==> config.mk <==
export PLATFORM = sky130hd
export DESIGN_NAME = masked_stage2_random_source_flat
export DESIGN_NICKNAME = d
export VERILOG_FILES = /design/src/rtl/masked_stage2_random_source_if.sv /design/src/rtl/masked_stage2_random_source.sv /design/src/flat_wrapper.sv
export SDC_FILE = /design/constraint.sdc
export NUM_CORES = 1
export LEC_CHECK = 0
export ABC_AREA = 1
export CAP_MARGIN = 20
export CORE_MARGIN = 4
export CORE_UTILIZATION = 55
export CTS_BUF_LIST = sky130_fd_sc_hd__clkbuf_4 sky130_fd_sc_hd__clkbuf_8
export CTS_CLUSTER_SIZE = 14
export DETAILED_ROUTE_END_ITERATION = 8
export PLACE_DENSITY = 0.76
export SLEW_MARGIN = 20
export SYNTH_ARGS = -nofsm -noshare
export SYNTH_HDL_FRONTEND = slang
export SYNTH_SLANG_ARGS = --single-unit
==> constraint.sdc <==
create_clock -name in_clock -period 11.5 [get_ports in_clock]
set_clock_uncertainty 0.2 [all_clocks]
set_input_delay 1.725 -clock in_clock [delete_from_list [all_inputs] [get_ports in_clock]]
set_output_delay 1.725 -clock in_clock [all_outputs]
set_load 0.02 [all_outputs]
==> src/rtl/masked_stage2_random_source_if.sv <==
// Fresh-randomness port bundle between the xorshift128 source (master) and its
// seeding/consuming side (slave).
interface masked_stage2_random_source_if #(
    parameter int NUM_RANDOM = 14
);
    // Handshake: a seed word transfers on a rising clock edge where in_seed_valid
    // and out_seed_ready are both 1. The seeder may hold or drop a word freely.
    // out_random is consumed when out_random_valid and in_advance are both 1.
    logic [31:0]           in_seed;
    logic                  in_seed_valid;
    logic                  out_seed_ready;
    logic                  in_advance;
    logic [NUM_RANDOM-1:0] out_random;
    logic                  out_random_valid;

    modport master (
        input  in_seed, in_seed_valid, in_advance,
        output out_seed_ready, out_random, out_random_valid
    );

    modport slave (
        output in_seed, in_seed_valid, in_advance,
        input  out_seed_ready, out_random, out_random_valid
    );
endinterface

==> src/rtl/masked_stage2_random_source.sv <==
// xorshift128 randomness source feeding the second masked GF(2^8) inverse stage
// (HPC3). Seeded by four 32-bit words, then optionally warmed up before use.
module masked_stage2_random_source #(
    parameter int NUM_SHARES    = 2,
    // 14 fresh bits per share pair; 14 for two shares.
    parameter int NUM_RANDOM    = 14 * ((NUM_SHARES * (NUM_SHARES - 1)) / 2),
    parameter int WARMUP_CYCLES = 16
) (
    input  logic                                in_clock,
    input  logic                                in_reset,
    masked_stage2_random_source_if.master       rnd,
    output logic [1:0]                          out_fsm_state
);

    localparam int WCW = (WARMUP_CYCLES < 1) ? 1 : $clog2(WARMUP_CYCLES + 1);

    typedef enum logic [1:0] {
        S_UNSEEDED = 2'd0,
        S_LOAD     = 2'd1,
        S_WARMUP   = 2'd2,
        S_RUN      = 2'd3
    } fsm_e;

    fsm_e           fsm_q;
    logic [1:0]     word_cnt_q;
    logic [WCW-1:0] warm_cnt_q;
    logic           ready_q;
    logic           valid_q;

    logic [31:0] x_q, y_q, z_q, w_q;
    logic [31:0] x_d, y_d, z_d, w_d;
    logic [31:0] t_mix;
    logic [31:0] w_step;
    logic        accept;
    logic        do_step;
    logic        last_word;
    logic        load_zero;

    assign accept    = rnd.in_seed_valid && ready_q;
    assign last_word = (fsm_q == S_LOAD) && (word_cnt_q == 2'd3);
    assign load_zero = ({rnd.in_seed, w_q, z_q, y_q} == 128'd0);
    // Seed acceptance in RUN wins over in_advance: the shift-in replaces the step.
    assign do_step   = (fsm_q == S_WARMUP) ||
                       ((fsm_q == S_RUN) && rnd.in_advance && !accept);

    always_comb begin
        t_mix  = x_q ^ (x_q << 11);
        w_step = w_q ^ (w_q >> 19) ^ t_mix ^ (t_mix >> 8);
    end

    always_comb begin
        x_d = x_q;
        y_d = y_q;
        z_d = z_q;
        w_d = w_q;
        if (accept) begin
            x_d = y_q;
            y_d = z_q;
            z_d = w_q;
            w_d = rnd.in_seed;
            // An all-zero xorshift state is a fixed point; break it.
            if (last_word && load_zero) begin
                x_d = 32'h1;
            end
        end else if (do_step) begin
            x_d = y_q;
            y_d = z_q;
            z_d = w_q;
            w_d = w_step;
        end
    end

    always_ff @(posedge in_clock or posedge in_reset) begin
        if (in_reset) begin
            x_q <= 32'd0;
            y_q <= 32'd0;
            z_q <= 32'd0;
            w_q <= 32'd0;
        end else begin
            x_q <= x_d;
            y_q <= y_d;
            z_q <= z_d;
            w_q <= w_d;
        end
    end

    always_ff @(posedge in_clock or posedge in_reset) begin
        if (in_reset) begin
            fsm_q      <= S_UNSEEDED;
            word_cnt_q <= 2'd0;
            warm_cnt_q <= '0;
            ready_q    <= 1'b1;
            valid_q    <= 1'b0;
        end else begin
            case (fsm_q)
                S_UNSEEDED: begin
                    if (accept) begin
                        fsm_q      <= S_LOAD;
                        word_cnt_q <= 2'd1;
                    end
                end
                S_LOAD: begin
                    if (accept) begin
                        if (word_cnt_q == 2'd3) begin
                            word_cnt_q <= 2'd0;
                            if (WARMUP_CYCLES == 0) begin
                                fsm_q   <= S_RUN;
                                valid_q <= 1'b1;
                            end else begin
                                fsm_q      <= S_WARMUP;
                                warm_cnt_q <= WCW'(WARMUP_CYCLES);
                                ready_q    <= 1'b0;
                            end
                        end else begin
                            word_cnt_q <= word_cnt_q + 2'd1;
                        end
                    end
                end
                S_WARMUP: begin
                    if (warm_cnt_q == WCW'(1)) begin
                        fsm_q      <= S_RUN;
                        warm_cnt_q <= '0;
                        ready_q    <= 1'b1;
                        valid_q    <= 1'b1;
                    end else begin
                        warm_cnt_q <= warm_cnt_q - WCW'(1);
                    end
                end
                S_RUN: begin
                    if (accept) begin
                        fsm_q      <= S_LOAD;
                        word_cnt_q <= 2'd1;
                        valid_q    <= 1'b0;
                    end
                end
                default: begin
                    fsm_q   <= S_UNSEEDED;
                    ready_q <= 1'b1;
                    valid_q <= 1'b0;
                end
            endcase
        end
    end

    assign rnd.out_seed_ready   = ready_q;
    assign rnd.out_random_valid = valid_q;
    assign rnd.out_random       = valid_q ? NUM_RANDOM'({w_q, z_q, y_q, x_q}) : '0;
    assign out_fsm_state        = fsm_q;

endmodule

==> src/flat_wrapper.sv <==
// flat-port wrapper written by rule: the top's interface ports become plain ports
module masked_stage2_random_source_flat 
#(
    parameter int NUM_SHARES    = 2,
                                                       
    parameter int NUM_RANDOM    = 14 * ((NUM_SHARES * (NUM_SHARES - 1)) / 2),
    parameter int WARMUP_CYCLES = 16
)
  (in_clock, in_reset, out_fsm_state, rnd_in_seed, rnd_in_seed_valid, rnd_in_advance, rnd_out_seed_ready, rnd_out_random, rnd_out_random_valid);
  masked_stage2_random_source_if #(.NUM_RANDOM(NUM_RANDOM)) rnd_i ();
  input  logic in_clock;
  input  logic in_reset;
  output logic [1:0] out_fsm_state;
  input wire logic [$bits(rnd_i.in_seed)-1:0] rnd_in_seed;
  input wire logic [$bits(rnd_i.in_seed_valid)-1:0] rnd_in_seed_valid;
  input wire logic [$bits(rnd_i.in_advance)-1:0] rnd_in_advance;
  output wire logic [$bits(rnd_i.out_seed_ready)-1:0] rnd_out_seed_ready;
  output wire logic [$bits(rnd_i.out_random)-1:0] rnd_out_random;
  output wire logic [$bits(rnd_i.out_random_valid)-1:0] rnd_out_random_valid;
  assign rnd_i.in_seed = rnd_in_seed;
  assign rnd_i.in_seed_valid = rnd_in_seed_valid;
  assign rnd_i.in_advance = rnd_in_advance;
  assign rnd_out_seed_ready = rnd_i.out_seed_ready;
  assign rnd_out_random = rnd_i.out_random;
  assign rnd_out_random_valid = rnd_i.out_random_valid;
  masked_stage2_random_source #(.NUM_SHARES(NUM_SHARES), .NUM_RANDOM(NUM_RANDOM), .WARMUP_CYCLES(WARMUP_CYCLES)) u_core (.in_clock(in_clock), .in_reset(in_reset), .rnd(rnd_i), .out_fsm_state(out_fsm_state));
endmodule
Word-level counts from Yosys, hierarchy flattened
Cells that the tools add are included.
{ "word_totals": {"regBits": 139, "input_bits": 36, "output_inout_bits": 18} }
{ "op_classes": {"n_addsub": 2, "n_eq_ne": 10, "muxes": 28, "bitwise": 4, "n_reduce_logical": 19} }
{ "op_table": {"columns": ["cell", "count"], "rows": [
  ["$mux 32", 9],
  ["$logic_not 128->1", 1],
  ["$xor 32x32->32", 2],
  ["$xor 32x13->32", 1],
  ["$xor 32x24->32", 1],
  ["$mux 5", 3],
  ["$mux 14", 1],
  ["$mux 2", 6],
  ["$pmux 5 s2", 1],
  ["$reduce_and 3->1", 3],
  ["$reduce_and 4->1", 2],
  ["$reduce_bool 2->1", 4],
  ["$eq 2x2->1 const B", 3],
  ["$ne 2x1->1 const B", 3],
  ["$pmux 2 s3", 1],
  ["$eq 5x1->1 const B", 1],
  ["$logic_and 1x1->1", 5],
  ["$sub 5x1->5 const B", 1],
  ["$mux 1", 4],
  ["$ne 2x2->1 const B", 2],
  ["$pmux 1 s2", 2],
  ["$pmux 2 s2", 1],
  ["$add 2x1->2 const B", 1],
  ["$eq 2x1->1 const B", 1],
  ["4 further kinds", 4]
]} }

Logic depth before layout (Yosys ltp)
Gate-level depths: netlist of the first run.
{ "logic_depth": {"ltp_word": 6, "ltp_mapped": 11, "ltp_nobuf": 10} }

Least setup slack after synthesis of the first run
No wires, ideal clock.
{ "synth_timing": {"kind": "flip-flop to output port", "startpoint": "register u_core.valid_q (netlist: u_core.rnd.out_random_valid)", "endpoint": "output rnd_out_random[4]", "arrival_ps": 1025, "path_slack_ps": 8550, "stages_incl_launch_ff": 4, "n_path_buf": 1, "cell_sequence": "dfrtp_1 -> clkbuf_1 -> nand2_1 -> inv_1"} }
{ "synth_between": {"elab_chain_cells": 1} }
{ "synth_lines": {"columns": ["item", "line_no", "rtl"], "rows": [
  ["start: declaration", "masked_stage2_random_source.sv:28", "logic valid_q;"],
  ["start signal: assignment", "masked_stage2_random_source.sv:93", "valid_q <= 1'b0;"],
  ["start signal: assignment", "masked_stage2_random_source.sv:108", "valid_q <= 1'b1;"],
  ["start signal: assignment", "masked_stage2_random_source.sv:124", "valid_q <= 1'b1;"],
  ["$mux 14", "masked_stage2_random_source.sv:147", "assign rnd.out_random = valid_q ? NUM_RANDOM'({w_q, z_q, y_q, x_q}) : '0;"],
  ["end: declaration", "flat_wrapper.sv:18", "output wire logic [$bits(rnd_i.out_random)-1:0] rnd_out_random;"]
]} }
Every way passes these cells.

Worst setup path after layout of the first run
{ "layout_timing": {"startpoint": "input rnd_in_seed_valid", "endpoint": "register u_core.z_q[16]"} }
{ "layout_between": {"elab_chain_cells": 5} }
{ "layout_lines": {"columns": ["item", "line_no", "rtl"], "rows": [
  ["start: declaration", "flat_wrapper.sv:15", "input wire logic [$bits(rnd_i.in_seed_valid)-1:0] rnd_in_seed_valid;"],
  ["$logic_and 1x1->1 (*)", "masked_stage2_random_source.sv:39", "assign accept = rnd.in_seed_valid && ready_q;"],
  ["$logic_not 1->1", "masked_stage2_random_source.sv:44", "((fsm_q == S_RUN) && rnd.in_advance && !accept);"],
  ["$logic_and 1x1->1", "masked_stage2_random_source.sv:44", null],
  ["$logic_or 1x1->1", "masked_stage2_random_source.sv:43", "assign do_step = (fsm_q == S_WARMUP) ||"],
  ["$reduce_bool 2->1 (no source line)", null, null],
  ["end signal: assignment", "masked_stage2_random_source.sv:82", "z_q <= z_d;"],
  ["end: declaration", "masked_stage2_random_source.sv:30", "logic [31:0] x_q, y_q, z_q, w_q;"]
]} }
Every way passes the cells marked *; elsewhere a longest branch is shown, timed or not.
A chain may end at the register's enable or synchronous reset.

==> results of run 1 <==
[cell usage in the layout, fill, tap and decap left out, types with 10 or more instances in the layout]
| cell | n |
|---|---|
| sky130_fd_sc_hd__nand2_1 | 283 |
| sky130_fd_sc_hd__nand3_1 | 37 |
| sky130_fd_sc_hd__o21ai_1 | 16 |
| sky130_fd_sc_hd__inv_1 | 112 |
| sky130_fd_sc_hd__nor2_1 | 85 |
| sky130_fd_sc_hd__dfrtp_1 | 138 |
| sky130_fd_sc_hd__clkbuf_8 | 22 |
| sky130_fd_sc_hd__or2_2 | 10 |
| sky130_fd_sc_hd__clkdlybuf4s50_1 | 53 |
| sky130_fd_sc_hd__xor2_1 | 24 |
| sky130_fd_sc_hd__o21ai_0 | 108 |
| sky130_fd_sc_hd__xnor2_1 | 26 |
[worst paths after layout]
path	to	slack (ns)	depth (start not counted)	start
hold reg to reg	u_core.z_q[3]	0.30	2	u_core.z_q[3]
setup reg to reg	u_core.z_q[16]	8.45	6	u_core.rnd.out_seed_ready
hold / removal	u_core.z_q[3]	0.30	2	u_core.z_q[3]
setup / recovery	u_core.z_q[16]	7.14	7	rnd_in_seed_valid
max in group asynchronous	u_core.warm_cnt_q[3]	8.33	3	in_reset
min in group asynchronous	u_core.x_q[15]	1.56	2	in_reset
[power by group through the flow]
stage               clock network, mW  logic [mW]  registers, mW
floorplan                           0       0.539          0.775
global placement                    0       0.650          0.840
detailed placement                  0       0.667          0.840
CTS                             0.438       0.675          0.833
global route                    0.464       0.784          0.858
finish                          0.435       0.679          0.840
[cell type report]
| class | instances | area, um2 | area share |
|---|---|---|---|
| inverters | 116 | 445 | 0.0532 |
| multi-input cells | 654 | 3210 | 0.384 |
| clock buffers | 22 | 303 | 0.0362 |
| well taps | 172 | 215 | 0.0257 |
| clock inverters | 10 | 138 | 0.0164 |
| flip-flops and latches | 139 | 3480 | 0.415 |
| repair buffers | 57 | 581 | 0.0693 |
[per-layer routing]
layer,share of wire,track usage
met1,0.44,0.368
met5,0,0
met3,0.076,0.0700
met2,0.47,0.406
met4,0.015,0.0817
[Yosys cell counts, drive strengths merged, types with 4 or more instances]
| library cell | count | area (um2) |
|---|---|---|
| a21oi | 10 | 53.8 |
| a31oi | 7 | 87.6 |
| buf | 20 | 151 |
| clkbuf | 14 | 52.6 |
| dfrtp | 138 | 3450 |
| ha | 6 | 75.1 |
| inv | 116 | 440 |
| nand2 | 286 | 1090 |
| nand3 | 37 | 185 |
| nand4 | 5 | 31.3 |
| nor2 | 87 | 350 |
| nor3 | 8 | 40.0 |
| o211ai | 4 | 30.0 |
| o21ai | 125 | 629 |
| o21bai | 9 | 67.6 |
| or2 | 12 | 75.1 |
| xnor2 | 26 | 228 |
| xor2 | 24 | 210 |
[registers in the layout, indices dropped and copies added, names as in the netlist]
signal	count
u_core.out_fsm_state	2
u_core.y_q	32
u_core.word_cnt_q	2
u_core.x_q	32
u_core.z_q	32
u_core.warm_cnt_q	5
u_core.rnd.out_random_valid	1
u_core.rnd.out_seed_ready	1
u_core.w_q	32
[logic make-up (layout without fill, tap and decap cells)]
family          after synthesis  count (layout)
simple gates                436             436
compound gates              162             162
buf+inv                     150             205
flops                       139             139
xor+xnor                     50              50
fa+ha+maj                     6               6
[stage by stage]
step / power [mW] / setup WS [ns] / hold slack (ns) / std cells / cell area (um2)
CTS: 1.95 / 7.20 / 0.302 / 1169 / 8350
finish: 1.95 / 7.14 / 0.299 / 1170 / 8380
detailed placement: 1.51 / 6.73 / 0.281 / 1137 / 7910
floorplan: 1.31 / 5.85 / 0.252 / 943 / 7340
global placement: 1.49 / 6.79 / 0.272 / 1137 / 7910
global route: 2.11 / 6.94 / 0.312 / 1170 / 8380
[worst min-delay path: stages, from the launching register on]
cell and delay [ns]:
sky130_fd_sc_hd__dfrtp_1 0.35, sky130_fd_sc_hd__nand2_1 0.05, sky130_fd_sc_hd__o21ai_0 0.07
==> insert_results.sql, run 1 <==
INSERT INTO impl_metrics (metric_group, metric, value, unit) VALUES
('status', 'run_status', 'complete, no violations', ''),
('drt', 'ant_nets', '0', ''),
('global_routing', 'antenna_found_initial', '0', ''),
('clocking', 'tritoncts', 'yes', ''),
('drt', 'detailroute.via_count', '6240', ''),
('setup_path', 'critPathMaxFanout', '90', ''),
('power', 'sequential_cell_fraction_of_total_power', '0.430', ''),
('cells_and_area', 'design.final.nets', '1027', ''),
('sta', 'grt_setup_unrepaired', 'false', ''),
('setup_path', 'critPathLaunchType', 'primary input', ''),
('min_path', 'class_of_the_worst_hold_path', 'reg -> reg', ''),
('global_routing', 'first_global_vias', '5778', ''),
('power', 'power-per-cell-area', '233', 'nW/um2'),
('clocking', 'cts.repair_timing.setup_buffer_count', '0', ''),
('clocking', 'post_cts_hold_buffers', '0', ''),
('synthesis', 'synth_edf_count', '0', ''),
('sta', 'finalSetupViolCount', '0', ''),
('synthesis', 'synthesis.instances', '943', ''),
('die', 'num_ports', '54', ''),
('drt', 'wl', '18.6', 'mm'),
('synthesis', 'ys_async_sr_fraction', '1.00', ''),
('place', 'port-buffer-count', '53', ''),
('global_routing', 'grt_max_degree', '116', ''),
('cells_and_area', 'areaGrowthSynthToFinish', '14.1', '%'),
('synthesis', 'ys_seq_elements', '139', ''),
('synthesis', 'synth-seq-area-share', '0.474', ''),
('synthesis', 'synth_nets', '985', ''),
('synthesis', 'synth_adder_area_share', '0.0102', ''),
('setup_path', 'critical_path_class', 'in -> reg', ''),
('die', 'die_area', '15300', 'um2'),
('cells_and_area', 'layout-drive-gt1-share', '0.0661', ''),
('cells_and_area', 'number_of_fill_cells', '1117', ''),
('clocking', 'ctsHtreeMaxLevel', '4', ''),
('drt', 'post_drt_via_cell_ratio', '5.33', ''),
('clocking', 'cts-buffers-inserted', '17', ''),
('sta', 'finalSetupTns', '0', 'ns'),
('setup_path', 'critPathMaxStageDelay', '0.74', 'ns'),
('clocking', 'clkSinkCount', '139', ''),
('power', 'power.switching_fraction', '0.397', ''),
('drt', 'wl_cell', '15.9', 'um'),
('synthesis', 'muxShareOfSynthArea', '0', ''),
('drt', 'drt-initial-drc-count', '675', ''),
('power', 'internal-power', '1.18', 'mW'),
('power', 'vdd_ir_drop_max', '0.123', 'mV'),
('power', 'p_leak', '4.07', 'nW'),
('power', 'power.share.combinational', '0.347', ''),
('synthesis', 'synth_area_in_compound_gates', '0.126', ''),
('synthesis', 'synth_top_flop_cell', 'sky130_fd_sc_hd__dfrtp_1', ''),
('sta', 'worst-slew-pin-transition', '0.814', 'ns'),
('die', 'coreArea', '12800', 'um2'),
('setup_path', 'critical_path_required', '11.61', 'ns'),
('global_routing', 'grt_pass1_wl', '30.1', 'mm'),
('clocking', 'cts-root-to-sink-buffers', '2', ''),
('synthesis', 'synth.avg_cell_area', '7.78', 'um2'),
('clocking', 'clockRootBuffer', 'sky130_fd_sc_hd__clkbuf_8', ''),
('sta', 'layout_worst_path_cycle_share', '0.379', ''),
('place', 'gp_congestion', '0.874', ''),
('clocking', 'clock_latency', '0.46', 'ns'),
('setup_path', 'timing.critical_path.arrival', '4.47', 'ns'),
('clocking', 'clkSlewWorstSetupHoldPaths', '0.08', 'ns'),
('cells_and_area', 'final_core_util', '0.653', ''),
('synthesis', 'synth_top_family_by_area', 'simple AND/OR/NAND/NOR gates', ''),
('synthesis', 'synth_simple_gate_area_share', '0.242', ''),
('cells_and_area', 'n_antenna_cell', '0', ''),
('sta', 'final.min_clock_period', '4.36', 'ns'),
('drt', 'drc', '0', ''),
('synthesis', 'ys_warn_count', '0', ''),
('sta', 'hold_viol_final', '0', ''),
('global_routing', 'groute.usage.overall', '0.264', ''),
('setup_path', 'critical-path-top-cell-by-count', 'sky130_fd_sc_hd__buf_4', ''),
('die', 'die_height', '124', 'um');
Power figures use the tool's default switching activity.
==> run 2: changes to the inputs <==
==> constraint.sdc (replaced) <==
create_clock -name in_clock -period 4.43 [get_ports in_clock]
set_clock_uncertainty 0.2 [all_clocks]
set_input_delay 0.6645 -clock in_clock [delete_from_list [all_inputs] [get_ports in_clock]]
set_output_delay 0.6645 -clock in_clock [all_outputs]
set_load 0.02 [all_outputs]
==> run 2 against run 1 <==
Global-route usage down 0.18 points. Hold slack worse by 0.014 ns. Largest cell class unchanged. Non-clock buffer count up 1. Final area about the same. Worst setup slack worse by 5.5 ns. Combinational power rose to 2.6 times the previous value. Core utilization about the same. Sequential power rose to 2.6 times the previous value.
==> insert_results.sql, run 2 (synthesis gave the netlist of run 1 again) <==
INSERT INTO impl_metrics (metric_group, metric, value, unit) VALUES
('status', 'run_status', 'complete, no violations', ''),
('setup_path', 'critPathMaxFanout', '16', ''),
('drt', 'drc', '0', ''),
('place', 'gp_congestion', '0.874', ''),
('cells_and_area', 'final_core_util', '0.653', ''),
('drt', 'ant_nets', '0', ''),
('drt', 'wl_cell', '16.0', 'um'),
('cells_and_area', 'areaGrowthSynthToFinish', '14.0', '%'),
('global_routing', 'grt_remaining_overflow', '0', ''),
('die', 'coreArea', '12800', 'um2'),
('setup_path', 'series_of_cell_instances_along_the_critical_path', 'nand2_1, inv_1, clkdlybuf4s50_1', ''),
('setup_path', 'critical_path_required', '3.57', 'ns'),
('min_path', 'min_path_cells', '2', ''),
('cells_and_area', 'most-common-layout-cells', 'sky130_fd_sc_hd__nand2_1 (283), sky130_fd_sc_hd__dfrtp_1 (138), sky130_fd_sc_hd__inv_1 (112)', ''),
('clocking', 'ctsHtreeMaxLevel', '4', ''),
('power', 'p_leak', '4.08', 'nW'),
('die', 'die_area', '15300', 'um2'),
('sta', 'finalSetupViolCount', '0', ''),
('sta', 'final.min_clock_period', '2.80', 'ns'),
('sta', 'hold_viol_final', '0', ''),
('die', 'die_height', '124', 'um'),
('cells_and_area', 'n_antenna_cell', '0', ''),
('global_routing', 'groute.usage.overall', '0.262', ''),
('global_routing', 'antenna_found_initial', '0', ''),
('setup_path', 'cp_top_family', 'flip-flops', ''),
('clocking', 'cts-buffers-inserted', '17', ''),
('clocking', 'post_cts_hold_buffers', '0', ''),
('setup_path', 'cp-end-kind', 'output port', ''),
('global_routing', 'grt_max_degree', '108', ''),
('drt', 'number_of_search_and_repair_iterations_in_the_first_detailed_routing_pass', '6', ''),
('clocking', 'cts-root-to-sink-buffers', '2', ''),
('min_path', 'timing.hold.worst_endpoint', 'u_core.warm_cnt_q[1]', ''),
('clocking', 'tritoncts', 'yes', ''),
('setup_path', 'regToRegEndpoint', 'u_core.w_q[18]', ''),
('sta', 'layout_worst_path_cycle_share', '0.633', ''),
('sta', 'max_freq', '0.357', 'GHz'),
('sta', 'final_critical_path_setup_slack', '1.63', 'ns'),
('drt', 'wl', '18.8', 'mm'),
('clocking', 'cts.repair_timing.setup_buffer_count', '0', ''),
('cells_and_area', 'area_of_combinational_cells_with_multiple_inputs', '3210', 'um2'),
('clocking', 'clkSlewWorstSetupHoldPaths', '0.07', 'ns'),
('setup_path', 'crit-reg2reg-launch', 'u_core.out_fsm_state[0]', ''),
('sta', 'finalSetupTns', '0', 'ns'),
('cells_and_area', 'design.final.nets', '1028', ''),
('clocking', 'clockRootBuffer', 'sky130_fd_sc_hd__clkbuf_8', ''),
('sta', 'grt_setup_unrepaired', 'false', ''),
('drt', 'post_drt_via_cell_ratio', '5.32', ''),
('setup_path', 'critical_path_class', 'reg -> out', ''),
('setup_path', 'critPathMaxStageDelay', '0.68', 'ns'),
('cells_and_area', 'mostFrequentLayoutCell', 'sky130_fd_sc_hd__nand2_1', ''),
('flow_run', 'max_cap_viol_count', '0', ''),
('clocking', 'clock_latency', '0.46', 'ns'),
('die', 'die_width', '124', 'um'),
('cells_and_area', 'layout.area.seq', '3480', 'um2'),
('setup_path', 'ff2ff_path_depth', '9', ''),
('drt', 'detailroute.via_count', '6229', ''),
('clocking', 'postCtsResizedCells', '0', ''),
('global_routing', 'grt_pass1_wl', '30.0', 'mm'),
('clocking', 'clkSinkCount', '139', ''),
('place', 'worst_setup_slack_before_clock_tree_synthesis', '1.38', 'ns'),
('sta', 'slew_headroom', '0.323', ''),
('setup_path', 'critPathLaunchType', 'flop', ''),
('die', 'num_rows', '41', ''),
('cells_and_area', 'layout-drive-gt1-share', '0.0671', ''),
('global_routing', 'first_global_vias', '5823', ''),
('place', 'place.detailed.hpwl', '13.2', 'mm'),
('min_path', 'class_of_the_worst_hold_path', 'reg -> reg', ''),
('drt', 'drt-initial-drc-count', '582', ''),
('place', 'port-buffer-count', '53', ''),
('setup_path', 'timing.critical_path.slowest_stage_cell', 'sky130_fd_sc_hd__dfrtp_1', ''),
('setup_path', 'timing.critical_path.arrival', '1.94', 'ns'),
('setup_path', 'rrSetupSlack', '1.78', 'ns'),
('die', 'num_ports', '54', ''),
('setup_path', 'worstSetupPathDepth', '3', ''),
('sta', 'report.final.slew_viol_count', '0', ''),
('sta', 'worst-slew-pin-transition', '1.02', 'ns'),
('min_path', 'min-delay-start', 'u_core.warm_cnt_q[1]', ''),
('power', 'vdd_ir_drop_max', '0.347', 'mV'),
('setup_path', 'cp_num_buf_inv', '2', ''),
('cells_and_area', 'number_of_fill_cells', '1106', ''),
('die', 'initial_utilization', '0.572', ''),
('power', 'power-per-cell-area', '608', 'nW/um2');
[run 2: cell count changes in the layout (fill, tap and decap cells not counted)]
cell / before / now
sky130_fd_sc_hd__clkbuf_4: 0 / 3
sky130_fd_sc_hd__buf_4: 3 / 4
sky130_fd_sc_hd__clkinv_2: 2 / 4
sky130_fd_sc_hd__buf_12: 0 / 1
sky130_fd_sc_hd__inv_6: 1 / 0
sky130_fd_sc_hd__clkinvlp_4: 5 / 1
sky130_fd_sc_hd__buf_16: 1 / 0
[run 2: power by group]
group	switching, mW	total (mW)	internal [mW]	leakage, nW
logic	1.04	1.77	0.731	2.14
clock network	0.484	1.13	0.647	0.230
registers	0.487	2.19	1.70	1.72
total	2.01	5.09	3.08	4.08
[run 2: worst min-delay path: cells and delay by family (launching register included)]
family | cells | cell delay (ns)
DFF | 1 | 0.35
and+or+nand+nor | 1 | 0.05
AOI/OAI and AO/OA | 1 | 0.05
[run 2: how the worst max path moves through the flow]
stage / start / endpoint / slack [ns]
finish: u_core.rnd.out_random_valid / rnd_out_random[13] / 1.63
global placement: rnd_in_seed_valid / u_core.w_q[23] / 1.46
CTS: u_core.rnd.out_random_valid / rnd_out_random[13] / 1.57
floorplan: in_reset / u_core.out_fsm_state[0] / 1.83
detailed placement: rnd_in_seed_valid / u_core.w_q[17] / 1.38
global route: u_core.rnd.out_random_valid / rnd_out_random[4] / 1.44
[run 2: area by class of cell]
class,instances,share of cell area
inverters,116,0.0531
flip-flops and latches,139,0.416
multi-input cells,654,0.384
repair buffers,58,0.0694
clock inverters,7,0.0132
well taps,172,0.0257
clock buffers,25,0.0389
[run 2: metrics by stage]
step	hold WS (ns)	instance area [um2]	total power [mW]	std cells
floorplan	0.252	7340	3.41	943
global placement	0.266	7930	3.88	1139
detailed placement	0.271	7930	3.94	1139
CTS	0.289	8370	5.07	1171
global route	0.325	8370	5.45	1171
finish	0.284	8370	5.09	1171
[run 2: per-layer routing]
| metal | GRT usage | part of all wire |
|---|---|---|
| met1 | 0.362 | 0.45 |
| met2 | 0.403 | 0.46 |
| met3 | 0.0672 | 0.068 |
| met4 | 0.0941 | 0.025 |
| met5 | 0 | 0 |
==> run 3: changes to the inputs <==
--- a/config.mk
+++ b/config.mk
@@ -12,7 +12,7 @@
 export CTS_BUF_LIST = sky130_fd_sc_hd__clkbuf_4 sky130_fd_sc_hd__clkbuf_8
 export CTS_CLUSTER_SIZE = 14
 export DETAILED_ROUTE_END_ITERATION = 8
-export PLACE_DENSITY = 0.76
+export PLACE_DENSITY = 0.79
 export SLEW_MARGIN = 20
 export SYNTH_ARGS = -nofsm -noshare
 export SYNTH_HDL_FRONTEND = slang
==> constraint.sdc (replaced) <==
create_clock -name in_clock -period 2.52 [get_ports in_clock]
set_clock_uncertainty 0.2 [all_clocks]
set_input_delay 0.378 -clock in_clock [delete_from_list [all_inputs] [get_ports in_clock]]
set_output_delay 0.378 -clock in_clock [all_outputs]
set_load 0.02 [all_outputs]
==> run 3 against run 2 <==
Largest cell class unchanged. Sequential cell count unchanged. First-iteration DRC count up 34%. Wire length up 1.7%. Power up 71%. Die area unchanged. Worst setup slack worse by 1.5 ns. Clock-buffer cell count down 6.
==> insert_results.sql, run 3 (synthesis gave the netlist of run 1 again) <==
INSERT INTO impl_metrics (metric_group, metric, value, unit) VALUES
('setup_path', 'cp-end-kind', 'output port', ''),
('clocking', 'clockRootBuffer', 'sky130_fd_sc_hd__clkbuf_8', ''),
('setup_path', 'critical_path_required', '1.94', 'ns'),
('clocking', 'clkSlewWorstSetupHoldPaths', '0.08', 'ns'),
('place', 'place.detailed.hpwl', '13.8', 'mm'),
('clocking', 'cts-root-to-sink-buffers', '2', ''),
('clocking', 'cts.repair_timing.setup_buffer_count', '0', ''),
('global_routing', 'first_global_vias', '5991', ''),
('sta', 'layout_worst_path_cycle_share', '0.949', ''),
('sta', 'report.final.slew_viol_count', '0', ''),
('die', 'initial_utilization', '0.572', ''),
('clocking', 'cts-buffers-inserted', '17', ''),
('cells_and_area', 'finalNonFillerCells', '1183', ''),
('cells_and_area', 'layout-drive-gt1-share', '0.0791', ''),
('power', 'power-per-cell-area', '1030', 'nW/um2'),
('sta', 'finalSetupViolCount', '0', ''),
('drt', 'ant_nets', '0', ''),
('place', 'port-buffer-count', '53', ''),
('sta', 'hold_viol_final', '0', ''),
('global_routing', 'grt_remaining_overflow', '0', ''),
('setup_path', 'timing.critical_path.slowest_stage_cell', 'sky130_fd_sc_hd__clkdlybuf4s50_1', ''),
('sta', 'final.min_clock_period', '2.39', 'ns'),
('sta', 'slew_headroom', '0.633', ''),
('sta', 'grt_setup_unrepaired', 'false', ''),
('power', 'power.total', '8.69', 'mW'),
('power', 'vdd_ir_drop_max', '0.607', 'mV'),
('setup_path', 'regToRegEndpoint', 'u_core.y_q[14]', ''),
('drt', 'wl', '19.1', 'mm'),
('setup_path', 'critical_path_class', 'reg -> out', ''),
('drt', 'wl_cell', '16.1', 'um'),
('sta', 'finalSetupTns', '0', 'ns'),
('global_routing', 'grt_pass1_wl', '30.6', 'mm'),
('cells_and_area', 'areaGrowthSynthToFinish', '14.9', '%'),
('global_routing', 'antenna_found_initial', '0', ''),
('status', 'run_status', 'complete, no violations', ''),
('setup_path', 'rrSetupSlack', '0.40', 'ns'),
('die', 'num_ports', '54', ''),
('global_routing', 'grt_max_degree', '103', ''),
('die', 'die_width', '124', 'um'),
('cells_and_area', 'design.final.nets', '1040', ''),
('clocking', 'clkSinkCount', '139', ''),
('clocking', 'ctsHtreeMaxLevel', '4', ''),
('min_path', 'class_of_the_worst_hold_path', 'in -> async', ''),
('power', 'p_leak', '4.11', 'nW'),
('setup_path', 'crit-reg2reg-launch', 'u_core.out_fsm_state[0]', ''),
('die', 'die_area', '15300', 'um2'),
('setup_path', 'series_of_cell_instances_along_the_critical_path', 'nand2_1, inv_1, clkdlybuf4s50_1', ''),
('cells_and_area', 'mostFrequentLayoutCell', 'sky130_fd_sc_hd__nand2_1', ''),
('cells_and_area', 'number_of_fill_cells', '1094', ''),
('die', 'coreArea', '12800', 'um2'),
('flow_run', 'max_cap_viol_count', '0', ''),
('global_routing', 'groute.usage.overall', '0.269', ''),
('setup_path', 'critPathLaunchType', 'flop', ''),
('drt', 'number_of_search_and_repair_iterations_in_the_first_detailed_routing_pass', '5', ''),
('sta', 'worst-slew-pin-transition', '0.551', 'ns'),
('setup_path', 'critPathMaxStageDelay', '0.60', 'ns'),
('setup_path', 'timing_startpoint_of_the_critical_path', 'u_core.rnd.out_random_valid', ''),
('cells_and_area', 'n_antenna_cell', '0', ''),
('clocking', 'tritoncts', 'yes', ''),
('place', 'gp_congestion', '0.866', ''),
('cells_and_area', 'most-common-layout-cells', 'sky130_fd_sc_hd__nand2_1 (283), sky130_fd_sc_hd__dfrtp_1 (137), sky130_fd_sc_hd__inv_1 (112)', ''),
('drt', 'detailroute.via_count', '6335', ''),
('setup_path', 'worstSetupEndpoint', 'rnd_out_random[5]', ''),
('die', 'die_height', '124', 'um'),
('setup_path', 'ff2ff_path_depth', '9', ''),
('clocking', 'clock_latency', '0.47', 'ns'),
('setup_path', 'critPathMaxFanout', '16', ''),
('place', 'dpl.cell_count', '1151', ''),
('clocking', 'postCtsResizedCells', '1', ''),
('clocking', 'post_cts_hold_buffers', '0', ''),
('drt', 'drc', '0', ''),
('sta', 'max_freq', '0.418', 'GHz'),
('die', 'num_rows', '41', ''),
('setup_path', 'timing.critical_path.arrival', '1.81', 'ns'),
('drt', 'post_drt_via_cell_ratio', '5.36', ''),
('drt', 'drt-initial-drc-count', '778', '');
## run 3: worst min path at each step
stage / start / endpoint
floorplan: u_core.warm_cnt_q[1] / u_core.warm_cnt_q[1]
global placement: u_core.warm_cnt_q[1] / u_core.warm_cnt_q[1]
detailed placement: u_core.warm_cnt_q[1] / u_core.warm_cnt_q[1]
CTS: in_reset / u_core.w_q[6]
global route: in_reset / u_core.x_q[31]
finish: in_reset / u_core.w_q[6]
## run 3: through the flow
step	util	hold WS [ns]	setup WS (ns)	cell area (um2)
CTS	0.658	0.234	0.0849	8430
global placement	0.630	0.269	0.366	8070
global route	0.658	0.257	0.00353	8430
floorplan	-	0.252	0.208	7340
finish	0.658	0.214	0.127	8430
detailed placement	0.630	0.274	0.326	8070
## run 3: metal layers
metal | vias to the layer above | track usage | wire length, um
met3 | 29 | 0.0650 | 1310
met5 | - | 0 | 0
met4 | 0 | 0.104 | 469
li1 | 3069 | - | -
met2 | 246 | 0.410 | 8790
met1 | 2991 | 0.373 | 8520
## run 3: final cells by class
type,count,area [um2],share of cell area
inverters,116,444,0.0527
repair buffers,70,721,0.0855
clock inverters,13,103,0.0122
well taps,172,215,0.0255
flip-flops and latches,139,3480,0.413
multi-input cells,654,3210,0.381
clock buffers,19,255,0.0303
## run 3: power breakdown
group,switching [mW],internal (mW)
Clock,0.880,0.799
Sequential,0.841,2.99
Combinational,1.88,1.30
## run 3: critical path: cells and delay by family (launching register included)
family	cells	cell delay, ns
DFF	1	0.58
buffers and inverters	2	0.66
and+or+nand+nor	1	0.11
